--- src/rtl/dma_byp_pkg.sv ---
// dma_byp_pkg
// Shared types for the XDMA descriptor-bypass scheduler.
//   DESC_LEN_W : width of the XDMA bypass descriptor length field
//   TAG_CH_W   : channel field width in a completion tag (covers up to 8 channels)
//   state_e    : scheduler FSM states
//   tag_t      : completion tag {channel, last}, one per issued descriptor
package dma_byp_pkg;

    localparam int DESC_LEN_W = 28;
    localparam int TAG_CH_W   = 3;

    typedef enum logic {
        IDLE  = 1'b0,
        ISSUE = 1'b1
    } state_e;

    typedef struct packed {
        logic [TAG_CH_W-1:0] channel;
        logic                last;
    } tag_t;

endpackage

--- src/rtl/dma_byp_tag_fifo.sv ---
// dma_byp_tag_fifo
// Synchronous FIFO of completion tags, one entry per outstanding descriptor.
// Pushes while full and pops while empty are ignored.
// Ports:
//   clk, rst_n  : clock, asynchronous active-low reset
//   push        : write push_tag
//   push_tag    : tag to store
//   pop         : discard the head entry
//   head        : oldest entry (valid when empty is low)
//   full, empty : occupancy flags
//   count       : number of stored entries
module dma_byp_tag_fifo
    import dma_byp_pkg::*;
#(
    parameter int DEPTH = 16
) (
    input  logic                     clk,
    input  logic                     rst_n,
    input  logic                     push,
    input  tag_t                     push_tag,
    input  logic                     pop,
    output tag_t                     head,
    output logic                     full,
    output logic                     empty,
    output logic [$clog2(DEPTH):0]   count
);

    localparam int AW = (DEPTH > 1) ? $clog2(DEPTH) : 1;
    localparam int CW = $clog2(DEPTH) + 1;

    tag_t          mem [DEPTH];
    logic [AW-1:0] wr_ptr;
    logic [AW-1:0] rd_ptr;
    logic          do_push;
    logic          do_pop;

    assign full    = (count == CW'(DEPTH));
    assign empty   = (count == '0);
    assign do_push = push && !full;
    assign do_pop  = pop && !empty;
    assign head    = mem[rd_ptr];

    function automatic logic [AW-1:0] ptr_inc(input logic [AW-1:0] p);
        return (p == AW'(DEPTH - 1)) ? '0 : p + 1'b1;
    endfunction

    always_ff @(posedge clk) begin
        if (do_push) begin
            mem[wr_ptr] <= push_tag;
        end
    end

    always_ff @(posedge clk or negedge rst_n) begin
        if (!rst_n) begin
            wr_ptr <= '0;
            rd_ptr <= '0;
            count  <= '0;
        end else begin
            if (do_push) begin
                wr_ptr <= ptr_inc(wr_ptr);
            end
            if (do_pop) begin
                rd_ptr <= ptr_inc(rd_ptr);
            end
            case ({do_push, do_pop})
                2'b10:   count <= count + 1'b1;
                2'b01:   count <= count - 1'b1;
                default: count <= count;
            endcase
        end
    end

endmodule

--- src/rtl/dma_byp_scheduler.sv ---
// dma_byp_scheduler
// Round-robin arbiter over NUM_CH command sources that splits each command
// into XDMA bypass descriptors of at most MAX_CHUNK bytes, tracks completions
// in issue order through a tag FIFO and reports per-channel command done.
// Build option: define DMA_BYP_ALIGN_SPLIT_EN to also split descriptors at
// MAX_CHUNK-aligned address boundaries; undefined splits on length only.
// Ports:
//   pcie_clk, pcie_aresetn     : clock, asynchronous active-low reset
//   s_cmd_valid / s_cmd_ready  : per-channel command handshake (ready one-hot)
//   s_cmd_addr, s_cmd_len      : per-channel command, channel i in slice i
//   dsc_byp_*                  : XDMA descriptor bypass (load/ready handshake)
//   desc_done                  : one descriptor completed, in issue order
//   cmd_done                   : pulse, last descriptor of a command completed
//   cmd_err                    : pulse, zero-length command discarded
//   outstanding                : issued but uncompleted descriptors
//
// state | meaning
// IDLE  | arbitrating; grant one command and latch it
// ISSUE | presenting descriptors until the last chunk transfers
module dma_byp_scheduler
    import dma_byp_pkg::*;
#(
    parameter int NUM_CH    = 2,
    parameter int ADDR_W    = 64,
    parameter int LEN_W     = 32,
    parameter int MAX_CHUNK = 4096,
    parameter int TAG_DEPTH = 16
) (
    input  logic                        pcie_clk,
    input  logic                        pcie_aresetn,
    input  logic [NUM_CH-1:0]           s_cmd_valid,
    output logic [NUM_CH-1:0]           s_cmd_ready,
    input  logic [NUM_CH*ADDR_W-1:0]    s_cmd_addr,
    input  logic [NUM_CH*LEN_W-1:0]     s_cmd_len,
    input  logic                        dsc_byp_ready,
    output logic [ADDR_W-1:0]           dsc_byp_addr,
    output logic [DESC_LEN_W-1:0]       dsc_byp_len,
    output logic                        dsc_byp_load,
    input  logic                        desc_done,
    output logic [NUM_CH-1:0]           cmd_done,
    output logic [NUM_CH-1:0]           cmd_err,
    output logic [$clog2(TAG_DEPTH):0]  outstanding
);

    localparam int PTR_W = (NUM_CH > 1) ? $clog2(NUM_CH) : 1;
    localparam int AL_W  = (ADDR_W > LEN_W) ? ADDR_W : LEN_W;
    localparam int CW    = (AL_W > DESC_LEN_W) ? AL_W : DESC_LEN_W;

    // Reset asserts asynchronously, releases after two pcie_clk edges.
    logic [1:0] rst_sync;
    logic       rst_n;

    always_ff @(posedge pcie_clk or negedge pcie_aresetn) begin
        if (!pcie_aresetn) begin
            rst_sync <= 2'b00;
        end else begin
            rst_sync <= {rst_sync[0], 1'b1};
        end
    end

    assign rst_n = rst_sync[1];

    logic [ADDR_W-1:0] addr_arr [NUM_CH];
    logic [LEN_W-1:0]  len_arr  [NUM_CH];

    for (genvar g = 0; g < NUM_CH; g++) begin : g_slice
        assign addr_arr[g] = s_cmd_addr[g*ADDR_W +: ADDR_W];
        assign len_arr[g]  = s_cmd_len[g*LEN_W +: LEN_W];
    end

    state_e            state;
    logic              run;
    logic [PTR_W-1:0]  rr_ptr;
    logic [PTR_W-1:0]  cur_ch;
    logic [ADDR_W-1:0] cur_addr;
    logic [LEN_W-1:0]  remaining;

    // Round-robin search starting at rr_ptr (channel after the last grant).
    logic             grant_any;
    logic [PTR_W-1:0] grant_idx;
    logic [PTR_W-1:0] cand;

    always_comb begin
        grant_any = 1'b0;
        grant_idx = '0;
        cand      = '0;
        for (int k = 0; k < NUM_CH; k++) begin
            cand = PTR_W'((int'(rr_ptr) + k) % NUM_CH);
            if (!grant_any && s_cmd_valid[cand]) begin
                grant_any = 1'b1;
                grant_idx = cand;
            end
        end
    end

    // run holds off grants until the first edge after reset release, so no
    // command is accepted while the synchroniser is still settling.
    logic accept;
    assign accept      = run && (state == IDLE) && grant_any;
    assign s_cmd_ready = accept ? (NUM_CH'(1) << grant_idx) : '0;

    logic [ADDR_W-1:0] sel_addr;
    logic [LEN_W-1:0]  sel_len;
    assign sel_addr = addr_arr[grant_idx];
    assign sel_len  = len_arr[grant_idx];

    logic [CW-1:0] rem_w;
    logic [CW-1:0] room;
    logic [CW-1:0] chunk;
    logic          chunk_last;

    always_comb begin
        rem_w = CW'(remaining);
`ifdef DMA_BYP_ALIGN_SPLIT_EN
        room  = CW'(MAX_CHUNK) - CW'(cur_addr & ADDR_W'(MAX_CHUNK - 1));
`else
        room  = CW'(MAX_CHUNK);
`endif
        chunk      = (rem_w < room) ? rem_w : room;
        chunk_last = (rem_w <= room);
    end

    logic fifo_full;
    logic fifo_empty;
    logic fire;
    tag_t push_tag;
    tag_t head_tag;

    assign dsc_byp_load = (state == ISSUE) && !fifo_full;
    assign dsc_byp_addr = cur_addr;
    assign dsc_byp_len  = chunk[DESC_LEN_W-1:0];
    assign fire         = dsc_byp_load && dsc_byp_ready;

    assign push_tag.channel = TAG_CH_W'(cur_ch);
    assign push_tag.last    = chunk_last;

    always_ff @(posedge pcie_clk or negedge rst_n) begin
        if (!rst_n) begin
            state     <= IDLE;
            run       <= 1'b0;
            rr_ptr    <= '0;
            cur_ch    <= '0;
            cur_addr  <= '0;
            remaining <= '0;
            cmd_err   <= '0;
        end else begin
            run     <= 1'b1;
            cmd_err <= '0;
            if (state == IDLE) begin
                if (accept) begin
                    rr_ptr    <= (grant_idx == PTR_W'(NUM_CH - 1)) ? '0 : grant_idx + 1'b1;
                    cur_ch    <= grant_idx;
                    cur_addr  <= sel_addr;
                    remaining <= sel_len;
                    if (sel_len == '0) begin
                        cmd_err <= NUM_CH'(1) << grant_idx;
                    end else begin
                        state <= ISSUE;
                    end
                end
            end else begin
                if (fire) begin
                    cur_addr  <= cur_addr + ADDR_W'(chunk);
                    remaining <= remaining - LEN_W'(chunk);
                    if (chunk_last) begin
                        state <= IDLE;
                    end
                end
            end
        end
    end

    dma_byp_tag_fifo #(
        .DEPTH (TAG_DEPTH)
    ) u_tag_fifo (
        .clk      (pcie_clk),
        .rst_n    (rst_n),
        .push     (fire),
        .push_tag (push_tag),
        .pop      (desc_done),
        .head     (head_tag),
        .full     (fifo_full),
        .empty    (fifo_empty),
        .count    (outstanding)
    );

    // Completion is reported in the same cycle as the pop of a last tag.
    assign cmd_done = (desc_done && !fifo_empty && head_tag.last)
                    ? (NUM_CH'(1) << head_tag.channel) : '0;

endmodule

--- config.mk ---
export PLATFORM = sky130hd
export DESIGN_NAME = dma_byp_scheduler
export DESIGN_NICKNAME = d
export VERILOG_FILES = /design/src/rtl/dma_byp_pkg.sv /design/src/rtl/dma_byp_tag_fifo.sv /design/src/rtl/dma_byp_scheduler.sv
export SDC_FILE = /design/constraint.sdc
export NUM_CORES = 1
export LEC_CHECK = 0
export BUFFER_PORTS_ARGS = -buffer_cell sky130_fd_sc_hd__buf_2
export CORE_ASPECT_RATIO = 1.2
export CORE_UTILIZATION = 50
export CTS_BUF_LIST = sky130_fd_sc_hd__clkbuf_4
export CTS_CLUSTER_DIAMETER = 150
export DETAILED_ROUTE_END_ITERATION = 12
export HOLD_SLACK_MARGIN = 0.06
export PLACE_DENSITY_LB_ADDON = 0.12
export SLEW_MARGIN = 15
export SYNTH_ARGS = -nofsm -noshare
export SYNTH_HDL_FRONTEND = slang
export SYNTH_SLANG_ARGS = --single-unit
export TNS_END_PERCENT = 5
--- constraint.sdc ---
create_clock -name pcie_clk -period 3.63 [get_ports pcie_clk]
set_input_delay 0.363 -clock pcie_clk [delete_from_list [all_inputs] [get_ports pcie_clk]]
set_output_delay 0.363 -clock pcie_clk [all_outputs]
set_load 0.01 [all_outputs]
---- Word level (Yosys, flattened, before mapping) ----
Memories as Yosys holds them, arrays and structs flattened.
Index checks and enable logic that the tools add are counted.
storage, ports and cells
  bits in registers ....................... 117
  memory bits (writable) .................. 32
  input port bits ......................... 198
  output and inout port bits .............. 104
  logic and storage cells ................. 89
  memories kept ........................... 1
operators by class
  $add $sub $neg .......................... 8
  magnitude comparators ................... 5
  equal/unequal tests ..................... 6
  shift operators ......................... 2
  muxes and demuxes ....................... 37
  bitwise operators ....................... 2
  reductions and logical operators ........ 17
memories
  name            words  bits a word  rd ports  clocked after Yosys merged registers in  write ports  line                    RTL
  u_tag_fifo.mem  16     2            1         0                                        1            dma_byp_tag_fifo.sv:31  tag_t mem [DEPTH];
operators by type and width
  cell                                                                                 count
  64-bit two-way mux                                                                   6
  32-bit two-way mux                                                                   7
  64-bit by 32-bit adder with 64-bit output                                            1
  32-bit by 13-bit less-or-equal comparator with 1-bit output (second input constant)  1
  32-bit zero test                                                                     1
  32-bit by 13-bit less-than comparator with 1-bit output (second input constant)      1
  32-bit subtractor                                                                    1
  1-bit two-way mux                                                                    16
  2-bit two-way mux                                                                    5
  5-bit case mux with 2 select lines                                                   1
  4-bit by 1-bit adder with 4-bit output (second input constant)                       2
  4-bit equality test (second input constant)                                          2
  1-bit logical AND                                                                    8
  4-bit two-way mux                                                                    2
  5-bit by 1-bit adder with 5-bit output (second input constant)                       1
  5-bit equality test (second input constant)                                          1
  5-bit zero test                                                                      1
  5-bit by 1-bit subtractor with 5-bit output (second input constant)                  1
  1-bit by 2-bit less-than comparator with 1-bit output (second input constant)        2
  2-bit AND reduction                                                                  2
  2-bit nonzero test                                                                   2
  1-bit zero test                                                                      3
  1-bit by 3-bit << shifter with 2-bit output (first input constant)                   1
  1-bit adder (second input constant)                                                  2
  7 further kinds                                                                      7

---- Depth between registers and ports, before layout ----
  depth after elaboration ................. 14
  mapped depth ............................ 18
  mapped depth without buffers ............ 14

---- Modules after synthesis ----
A second synthesis with hierarchy kept.
unflattened totals
  cells, all modules ...................... 1,413
  area total of the unflattened synthesis .. 12,223.0 um^2
by module, submodules not included
  module             instances  cells each  area an instance (um^2)  seq. area each (um^2)
  dma_byp_scheduler  1          1,189       8,849.7                  2,602.5
  dma_byp_tag_fifo   1          224         3,373.2                  2,247.2

---- Least setup slack after synthesis ----
Ideal clock, no wire load.
  path kind ............................... flip-flop to flip-flop
  from .................................... register remaining[16]
  to ...................................... register cur_addr[56], in the netlist dsc_byp_addr[56]
  setup time .............................. 0.120 ns
  data arrival time ....................... 4.087 ns
  required time ........................... 3.510 ns
  setup slack ............................. -0.576 ns
  stages on the path, launching flop included .. 18
  path buffers ............................ 4
  period minus slack after synthesis ...... 4.206 ns
  cells stage by stage .................... dfrtp_1 > or4_1 > buf_2 > nor3_2 > and3_1 > buf_2 > clkbuf_1 > and2_1 > ha_1 > a21oi_1 > o21ai_0 > a211oi_1 > nor4_1 > o21a_1 > o211a_1 > buf_2 > a211o_1 > and3_1
on the way
  cells in the longest elaborated chain, start to end .. 5
RTL lines
  item                                                     line                      RTL
  start, declared                                          dma_byp_scheduler.sv:76   logic [LEN_W-1:0] remaining;
  start signal, assigned                                   dma_byp_scheduler.sv:154  remaining <= sel_len;
  start signal, assigned                                   dma_byp_scheduler.sv:164  remaining <= remaining - LEN_W'(chunk);
  32-bit by 13-bit less-than comparator with 1-bit output  dma_byp_scheduler.sv:119  chunk = (rem_w < room) ? rem_w : room;
  32-bit two-way mux                                       dma_byp_scheduler.sv:119
  named net dsc_byp_len[4]                                 dma_byp_scheduler.sv:37   output logic [DESC_LEN_W-1:0] dsc_byp_len,
  64-bit by 32-bit adder with 64-bit output                dma_byp_scheduler.sv:163  cur_addr <= cur_addr + ADDR_W'(chunk);
  64-bit two-way mux                                       dma_byp_scheduler.sv:162  if (fire) begin
  64-bit two-way mux                                       dma_byp_scheduler.sv:149  if (state == IDLE) begin
  end signal, assigned                                     dma_byp_scheduler.sv:153  cur_addr <= sel_addr;
  end signal, assigned                                     dma_byp_scheduler.sv:163
  end, declared                                            dma_byp_scheduler.sv:75   logic [ADDR_W-1:0] cur_addr;
The timed path passes the listed nets, and every way through them passes these cells. The select of a mux whose other input is x is not followed.
A chain may end at the register's enable or synchronous reset.

---- Worst setup path after layout ----
  from .................................... register remaining[28]
  to ...................................... register cur_addr[31], in the netlist dsc_byp_addr[31]
on the way
  cells in the longest elaborated chain, start to end .. 5
RTL lines
  item                                                     line
  32-bit by 13-bit less-than comparator with 1-bit output  dma_byp_scheduler.sv:119
  32-bit two-way mux *                                     dma_byp_scheduler.sv:119
  64-bit by 32-bit adder with 64-bit output *              dma_byp_scheduler.sv:163
  64-bit two-way mux *                                     dma_byp_scheduler.sv:162
  64-bit two-way mux *                                     dma_byp_scheduler.sv:149
Mark *: on every way between the ends. The rest lies on a longest branch, timed or not. The select of a mux whose other input is x is not followed.

==> results.toml <==
[run_status]
status = "finished with violations"
violations = "setup timing"

[global_route]
grtUsageTotal_pct = 31.00
antenna_found_initial = 1
grt_pass1_vias = 10720
grt_first_pass_wirelength_mm = 54.33
grt_max_degree = 75
grt_overflow_total = 0

[timing]
fin_crit_ns = 3.677
tns_ns = -0.2116
hold_viol_final = 0
setup_ws_ns = -0.04661
worst_slew_pin_slew_ns = 0.9343
grt_setup_unrepaired = "yes"
drv_slew = 0
fin_skew_ns = 0.03005
final.period_utilization_pct = 101.3
finalSetupViolations = 10
clock.fmax_ghz = 0.2720
relSlewSlack_pct = 37.71

[power]
cellPowerDensity_nw_per_um2 = 644.5
cellLeakagePower_nw = 6.310
peakVddDrop_mv = 0.3931

[setup_path]
worstSetupEndpointType = "flip-flop"
worstPathArrival_ns = 4.14
cp-start-kind = "flip-flop"
worstPathRequired_ns = 4.09
crit_type = "flip-flop to flip-flop"
crit_fanout = 13

[final_layout]
drive_above_1_share_pct = 32.19
instances_no_fill = 1934
area.growth.synth_to_final_pct = 27.87
fillers = 1900
fin_nets = 1888
fin_util_pct = 64.81
final_cell_mix = "buf_2 (286), nand2_1 (211), a21oi_1 (120)"
final_common_cell = "buf_2"

[cts]
cts_buffer_depth = 2
cts_tree = "built"
htree_levels = 4
numCtsBuffers = 17
clk_latency_ns = 0.57
clk_pin_slew_ns = 0.15
clockRootBuffer = "clkbuf_4"
cts.sinks = 149

[floorplanning]
start_util_pct = 50.69
die_y_um = 164.2
die-area_um2 = 22520
coreArea_um2 = 21630
die_w_um = 137.2
num_io_pins = 302
rows = 59

[routing]
firstDrtPassIters = 5
antenna_left = 0
vias_per_cell = 5.883
dr.first_iter.drc_count = 760
drt-total-wl_mm = 35.10
drc = 0
vias = 11380
wire_per_inst_um = 18.15

[synthesis]
netlist_area_um2 = 10960
synth-seq-cells = 149
synthFlopType = "dfrtp_1"
syn_inst = 1307
synth_edf_count = 32
ys_types = 81
yosysSeqAreaShare_pct = 35.47
synth_top_cell_by_area = "dfrtp_1"
yosysTopAreaCellShare_pct = 26.71
ys_warn_count = 0
async_flop_share_pct = 78.52
synthTopCellsByArea = "dfrtp_1 (27%), edfxtp_1 (8.8%), nand2_1 (7.4%), a21oi_1 (6.0%), mux2i_1 (5.4%)"
avgSynthCellArea_um2 = 8.388

[placed_design]
io_buffers = 286
hpwl_mm = 25.93
dp_cells = 1889
routabilityCongestion = 0.9392

[flow_run]
maxCapViolations = 0

[min_path]
worst_hold_path_type = "input pin to flip-flop"
-- path summary, 6_finish.rpt --
kind / from / to / slack (ns) / depth (start not counted)
worst max-delay path: remaining[28] / dsc_byp_addr[31] / -0.05 / 15
worst min register to register: rst_sync[0] / rst_sync[1] / 0.37 / 0
worst max register to register: remaining[28] / dsc_byp_addr[31] / -0.05 / 15
max in group asynchronous: rst_sync[1] / dsc_byp_addr[63] / 2.21 / 1
min in group asynchronous: rst_sync[1] / remaining[21] / 0.46 / 0
worst min-delay path: s_cmd_len[0] / remaining[0] / 0.11 / 3
-- logic make-up after synthesis --
family / Yosys count / synth area share (%)
and+or+nand+nor: 506 / 22.02
AOI/OAI and AO/OA: 381 / 22.26
other: 2 / 0.06850
buffers and inverters: 125 / 5.067
DFF: 149 / 35.47
muxes: 71 / 7.647
adders and majority gates: 44 / 5.159
xor gates and xnor gates: 29 / 2.317
-- routing by layer --
layer | wire, µm | vias to the layer above | global-route usage [%]
met5 | 0 | - | 0
met4 | 920 | 0 | 10.74
met3 | 1934 | 66 | 4.537
met2 | 17810 | 419 | 54.75
met1 | 14430 | 5457 | 38.14
li1 | - | 5436 | -
-- per-stage QoR --
step / area, µm² / power [mW] / hold WS [ns] / setup WS (ns)
after global routing: 14020 / 9.684 / 0.08215 / -0.2117
after floorplan: 11290 / 5.956 / 0.06741 / -0.1018
after detailed placement: 13310 / 7.640 / 0.1498 / -0.3638
final: 14020 / 9.034 / 0.1122 / -0.04661
after CTS: 13730 / 8.753 / 0.07012 / -0.04634
after global placement: 13310 / 7.531 / 0.1485 / -0.2638
-- registers in the layout, indices dropped and copies added (netlist names) --
| signal | cells |
|---|---|
| remaining | 32 |
| rr_ptr | 1 |
| cur_ch | 1 |
| u_tag_fifo.mem | 32 |
| rst_sync | 2 |
| dsc_byp_addr | 64 |
| u_tag_fifo.rd_ptr | 4 |
| state | 1 |
| cmd_err | 2 |
| u_tag_fifo.wr_ptr | 4 |
| u_tag_fifo.count | 5 |
| run | 1 |
-- cells in the mapped netlist, drive strengths merged, types with 32 or more instances --
cell and instances:
nor2 67, mux2i 59, nand4 36, a21oi 134, clkbuf 54, o21ai 95, nand3 47, nand2 216
buf 41, and2 32, dfrtp 117, nor3 32, ha 42, edfxtp 32
-- where the power goes --
| group | switching (mW) | internal (mW) |
|---|---|---|
| Clock | 0.718 | 0.301 |
| Sequential | 0.743 | 2.28 |
| Combinational | 2.75 | 2.25 |
| Total | 4.21 | 4.83 |
-- what timing repair did --
action | CTS | global route
cloned | 0 | 1
pin swaps | 3 | 23
endpoints found under the setup margin | 45 | 45
gates resized for setup | 25 | 47
buffers inserted | 3 | 6
hold endpoints to repair | 2 | 0
hold buffers | 2 | 0
-- cell type report --
| type | count | area [µm²] | share of cell area [%] |
|---|---|---|---|
| diodes | 1 | 2.502 | 0.01785 |
| clock buffers | 17 | 127.6 | 0.9104 |
| clock inverters | 15 | 135.1 | 0.9639 |
| inverters | 30 | 112.6 | 0.8033 |
| multi-input cells | 1069 | 7206 | 51.40 |
| flip-flops and latches | 149 | 3896 | 27.79 |
| well taps | 274 | 342.8 | 2.446 |
| repair buffers | 379 | 2196 | 15.66 |
-- worst max-delay path, stage by stage (launching register included) --
cell and delay [ns]:
dfrtp_1 0.42, or3_4 0.42, nor4_4 0.24, and3_4 0.23
buf_12 0.13, and2_4 0.16, ha_4 0.19, a21oi_1 0.13
o21a_1 0.14, o211ai_1 0.13, or3_4 0.40, o21ai_4 0.20
buf_4 0.16, a21oi_2 0.05, or4_1 0.38, and3_1 0.19
No activity file was read; power rests on OpenSTA's default activity.
